**src/rtl/instr_sequencer.sv**
```systemverilog
`default_nettype none
// ============================================================================
//  Module   : instr_sequencer
//  Brief    : Program-memory instruction sequencer. Words are loaded while
//             idle, then issued one at a time with a valid/advance handshake,
//             stopping on an end marker, the last memory word, or a watchdog
//             timeout.
//  Revision : 1.0 - initial release
// ============================================================================
module instr_sequencer #(
    parameter int                DATA_W   = 32,
    parameter int                DEPTH    = 64,
    parameter int                ADDR_W   = $clog2(DEPTH),
    parameter logic [DATA_W-1:0] END_WORD = '1,
    parameter int                TIMEOUT  = 16,
    parameter int                CNT_W    = 16
) (
    input  logic              clk,
    input  logic              reset,
    input  logic              load_en,
    input  logic [ADDR_W-1:0] load_addr,
    input  logic [DATA_W-1:0] load_data,
    input  logic              start,
    input  logic              clear,
    input  logic              advance,
    output logic [DATA_W-1:0] instr,
    output logic              instr_valid,
    output logic [ADDR_W-1:0] index,
    output logic              done,
    output logic              timeout_err,
    output logic [CNT_W-1:0]  cycle_count
);

    // Watchdog must be able to hold TIMEOUT-1 plus one step of headroom.
    localparam int c_WD_W = $clog2(TIMEOUT + 1);

    typedef enum logic [2:0] {
        S_IDLE  = 3'd0,
        S_FETCH = 3'd1,
        S_ISSUE = 3'd2,
        S_DONE  = 3'd3,
        S_ERROR = 3'd4
    } state_t;

    state_t              r_state;
    state_t              w_next;
    logic [DATA_W-1:0]   r_mem [DEPTH];
    logic [DATA_W-1:0]   r_instr;
    logic [DATA_W-1:0]   w_rd;
    logic [ADDR_W-1:0]   r_index;
    logic [CNT_W-1:0]    r_cnt;
    logic [c_WD_W-1:0]   r_wdog;
    logic                w_start;
    logic                w_step;

    // State register; reset drops straight to IDLE even mid-program.
    always_ff @(posedge clk or negedge reset) begin
        if (!reset) begin
            r_state <= S_IDLE;
        end else begin
            r_state <= w_next;
        end
    end

    // Next-state decode; clear outranks start and advance.
    always_comb begin
        w_next  = r_state;
        w_start = 1'b0;
        w_step  = 1'b0;
        w_rd    = r_mem[r_index];
        if (clear) begin
            w_next = S_IDLE;
        end else begin
            case (r_state)
                S_IDLE, S_DONE, S_ERROR: begin
                    if (start) begin
                        w_next  = S_FETCH;
                        w_start = 1'b1;
                    end
                end
                S_FETCH: begin
                    w_next = (w_rd == END_WORD) ? S_DONE : S_ISSUE;
                end
                S_ISSUE: begin
                    // An advance on the expiring cycle still counts as progress.
                    if (advance) begin
                        if (r_index == ADDR_W'(DEPTH - 1)) begin
                            w_next = S_DONE;
                        end else begin
                            w_next = S_FETCH;
                            w_step = 1'b1;
                        end
                    end else if (r_wdog == c_WD_W'(TIMEOUT - 1)) begin
                        w_next = S_ERROR;
                    end
                end
                default: begin
                    w_next = S_IDLE;
                end
            endcase
        end
    end

    // Datapath: fetched word, word index, busy-cycle counter and watchdog.
    always_ff @(posedge clk or negedge reset) begin
        if (!reset) begin
            r_instr <= '0;
            r_index <= '0;
            r_cnt   <= '0;
            r_wdog  <= '0;
        end else begin
            if (r_state == S_FETCH) begin
                r_instr <= w_rd;
            end

            if (w_start) begin
                r_index <= '0;
            end else if (w_step) begin
                r_index <= r_index + 1'b1;
            end

            if (w_start) begin
                r_cnt <= '0;
            end else if ((r_state == S_FETCH || r_state == S_ISSUE) && (r_cnt != '1)) begin
                r_cnt <= r_cnt + 1'b1;
            end

            // Counts consecutive stalled ISSUE cycles; zero whenever not stalling.
            if (r_state == S_ISSUE && !advance) begin
                r_wdog <= r_wdog + 1'b1;
            end else begin
                r_wdog <= '0;
            end
        end
    end

    // Program memory write port; contents survive reset.
    always_ff @(posedge clk) begin
        if (r_state == S_IDLE && load_en) begin
            r_mem[load_addr] <= load_data;
        end
    end

    assign instr       = r_instr;
    assign index       = r_index;
    assign cycle_count = r_cnt;
    assign instr_valid = (r_state == S_ISSUE);
    assign done        = (r_state == S_DONE);
    assign timeout_err = (r_state == S_ERROR);

endmodule
`default_nettype wire

```
**config.mk**
```make
export PLATFORM = sky130hd
export DESIGN_NAME = instr_sequencer
export DESIGN_NICKNAME = d
export VERILOG_FILES = /design/src/rtl/instr_sequencer.sv
export SDC_FILE = /design/constraint.sdc
export NUM_CORES = 2
export LEC_CHECK = 0
export ABC_AREA = 1
export CORE_MARGIN = 4
export CORE_UTILIZATION = 50
export DETAILED_ROUTE_END_ITERATION = 10
export PLACE_DENSITY = 0.71
export SYNTH_ARGS = -nofsm -noshare
export SYNTH_HDL_FRONTEND = slang
export SYNTH_SLANG_ARGS = --single-unit
```
**constraint.sdc**
```tcl
create_clock -name clk -period 3.5 [get_ports clk]
set_clock_uncertainty 0.15 [all_clocks]
set_input_delay 0.35 -clock clk [delete_from_list [all_inputs] [get_ports clk]]
set_output_delay 0.35 -clock clk [all_outputs]
set_load 0.03 [all_outputs]
```
==> results.json <==
{
  "wire_per_inst_um": 23.9,
  "leakage_nw": 38.2,
  "placed_cells": 10300,
  "max_freq_ghz": 0.296,
  "drive_gt1_frac": 0.0909,
  "rrSetupSlack_ns": 0.12,
  "path_max_fanout": 73,
  "min_path_cells": 1,
  "fin_ws_ns": 0.119,
  "syn-instance-count": 7978,
  "drt_iter0_markers": 8722,
  "setup_viol": 0,
  "cts_num_sinks": 2110,
  "fin_crit_ns": 3.38,
  "maxCapViolations": 0,
  "synthTopCellsByArea": "edfxtp_1, nand2_1, nor2_1",
  "final_area_um2": 101000,
  "hold_slack_ns": 0.0401,
  "gr-usage-all-layers": 0.278,
  "critPathKind": "reg2reg",
  "crit_slowest_cell": "dfrtp_4",
  "post_cts_buffers": 0,
  "path_buf_inv": 4,
  "preCtsSetupSlack_ns": 0.0178,
  "grt_max_degree": 87,
  "overflow": 0,
  "stdcell_count": 10704,
  "drc": 0,
  "synth-edff-count": 2048,
  "hold_end": "r_mem[44][14]$_DFFE_PP_",
  "cts_buffers": 205,
  "path_clk_slew_ns": 0.06,
  "worst_path_largest_cell_delay_ns": 0.47,
  "slew_headroom": 0.129,
  "die_y_um": 427,
  "core-area_um2": 174000,
  "worst_path_most_repeated_cell": "nand2_1",
  "port_buffers": 100,
  "synth_ff_type": "edfxtp_1",
  "synth.top_cell.area_share": 0.701,
  "grt_pass1_vias": 58886,
  "p_per_area_nw_per_um2": 710,
  "synth_top_area_cell": "edfxtp_1",
  "via_per_inst": 5.74,
  "synth_cell_types": 35,
  "hold_start": "load_data[14]",
  "die_w_um": 427,
  "clk_latency_ns": 0.85,
  "max-vdd-ir-drop_mv": 0.593,
  "initial_utilization": 0.504,
  "ff2ff_path_depth": 22,
  "cp_top_family": "simple AND/OR/NAND/NOR gates",
  "min_path_type": "in2reg",
  "synthArstFlopShare": 0.0294,
  "gp_congestion": 0.868,
  "avgSynthCellArea_um2": 11.0,
  "nets": 8250,
  "r2r-end": "r_state[0]$_DFFE_PN0P_",
  "clock_path_buffers": 3,
  "root_buffer": "clkbuf_16",
  "final-max-slew-violation-count": 0,
  "end_kind": "flip-flop",
  "firstDrtPassIters": 8,
  "finalCritPeriodShare": 0.966,
  "grt_pass1_wl_mm": 376,
  "ys_seq_area_frac": 0.719,
  "synth_nets": 8026,
  "area.growth.synth_to_final_pct": 14.9,
  "cts-htree-levels": 4,
  "setup_tns_ns": 0,
  "yosysWarnings": 0,
  "io_pins": 101,
  "worstPathCellList": "buf_12 -> buf_16 -> buf_12 -> buf_4 -> nand2_1 -> nand2_1 -> nand2_1 -> nand2_1 -> nand2_1 -> nand2_1 -> nor2_1 -> nand2_1 -> nand3_1 -> nand2_1 -> nand2_1 -> nor2_1 -> nand2_1 -> nor2_1 -> nand2_1 -> nand2_1 -> nand2_1 -> nand2_1",
  "detailroute.via_count": 61420,
  "die_area_um2": 182000,
  "cts_tree": "yes",
  "dp_hpwl_mm": 144,
  "hold_violations": 0,
  "grt_antenna_before_repair": 7,
  "rsz0062_at_grt": "no",
  "cp-start-kind": "flip-flop",
  "ant_nets": 0,
  "tightest_slew_ns": 1.31,
  "place_area_um2": 93800,
  "cp.arrival_ns": 4.02,
  "outcome": "finished, final reports clean",
  "cp.required_ns": 4.14,
  "wl_mm": 256,
  "syn_area_um2": 87700,
  "regToRegStartpoint": "index[0]$_DFFE_PN0P_",
  "core.rowCount": 153,
  "synth-seq-cells": 2110
}
-- layer usage --
layer  vias up  global-route usage  wire length (um)
met5         -                   0                27
met4         4               0.130             12800
met3       695              0.0549             28800
met2      3962               0.446            120000
met1     29511               0.367             94100
li1      27248                   -                 -
-- worst max path at each step --
stage / startpoint / endpoint / slack, ns / cells after the start
floorplan: r_state[1]$_DFFE_PN0P_ / r_mem[0][0]$_DFFE_PP_ / 0.44 / 5
CTS: index[1]$_DFFE_PN0P_ / r_state[0]$_DFFE_PN0P_ / 0.05 / 19
global route: index[0]$_DFFE_PN0P_ / r_state[0]$_DFFE_PN0P_ / 0.01 / 22
finish: index[0]$_DFFE_PN0P_ / r_state[0]$_DFFE_PN0P_ / 0.12 / 22
detailed placement: index[0]$_DFFE_PN0P_ / r_state[0]$_DFFE_PN0P_ / 0.02 / 22
global placement: index[0]$_DFFE_PN0P_ / r_state[0]$_DFFE_PN0P_ / 0.04 / 22
-- stage by stage --
stage	total power, mW	util
after floorplan	42.2	-
after global placement	48.9	0.538
after detailed placement	49.4	0.538
after CTS	71.3	0.578
after global routing	74.8	0.578
final	71.6	0.579
-- where the power goes --
part,internal (mW),switching (mW),leakage [nW]
combinational,6.70,14.2,15.8
sequential,28.1,0.464,19.2
clock,12.6,9.57,3.26
total,47.4,24.2,38.2
-- cell type report --
| class | instances | area [um^2] |
|---|---|---|
| clock buffers | 260 | 5430 |
| flip-flops and latches | 2110 | 63100 |
| clock inverters | 118 | 1290 |
| well taps | 2325 | 2910 |
| diodes | 6 | 15.0 |
| fillers | 13648 | 73400 |
| multi-input cells | 4787 | 20600 |
| inverters | 646 | 2460 |
| repair buffers | 452 | 5000 |
-- cells in the mapped netlist (2+ instances only) --
cell type and number:
edfxtp_1 2048, nand2_1 2226, dfrtp_1 62, a21oi_1 97
o21ai_1 31, buf_1 45, a31oi_1 31, o21ai_0 483
nor2_1 1107, buf_4 46, nand4_1 2, inv_2 6
o22ai_1 2, nand3_1 689, clkbuf_1 140, buf_2 192
ha_1 4, or2_2 14, clkinv_1 2, a211oi_1 2
nor3_2 2, nor3_1 9, buf_6 11, nor3b_1 3
inv_1 638, o211ai_1 77
-- logic make-up after synthesis --
group / Yosys count / share of synthesized area
adders and majority gates: 4 / 0.000571
buffers and inverters: 1081 / 0.0519
and+or+nand+nor: 4053 / 0.184
AOI/OAI and AO/OA: 729 / 0.0445
DFF: 2110 / 0.719
muxes: 1 / 0.000128
-- layout by cell type (no fill, tap or decap), types with 4 or more instances in the layout --
master	synthesis	final
nor2_4	0	65
o21ai_1	31	31
nor2_1	1107	1040
inv_16	0	5
diode_2	0	6
inv_1	638	635
clkdlybuf4s50_1	0	67
nand2_1	2226	2224
buf_2	192	31
inv_6	0	4
clkinv_2	0	36
clkinv_8	0	4
nor3_1	9	8
buf_12	0	109
edfxtp_1	2048	2048
a31oi_1	31	31
clkinv_1	2	39
or2_2	14	14
ha_1	4	4
buf_4	46	219
clkinvlp_4	0	10
clkbuf_1	140	47
bufinv_16	0	21
o21ai_0	483	483
clkbuf_8	0	7
o211ai_1	77	77
clkbuf_16	0	208
a21oi_1	97	97
nand3_1	689	689
dlygate4sd3_1	0	18
dfrtp_1	62	58
inv_2	6	4
-- sequential cells by signal, indices dropped and copies added (netlist names) --
register / flops
cycle_count: 16
r_wdog: 5
r_mem: 2048
index: 6
instr: 32
r_state: 3
-- what timing repair did --
| item | CTS | global route |
|---|---|---|
| gates cloned | 0 | 2 |
| resized for setup | 0 | 8 |
| hold endpoints to repair | 388 | 0 |
| endpoints found under the setup margin | 1 | 1 |
| hold buffers | 19 | 0 |
No activity file was read; power rests on OpenSTA's default activity.
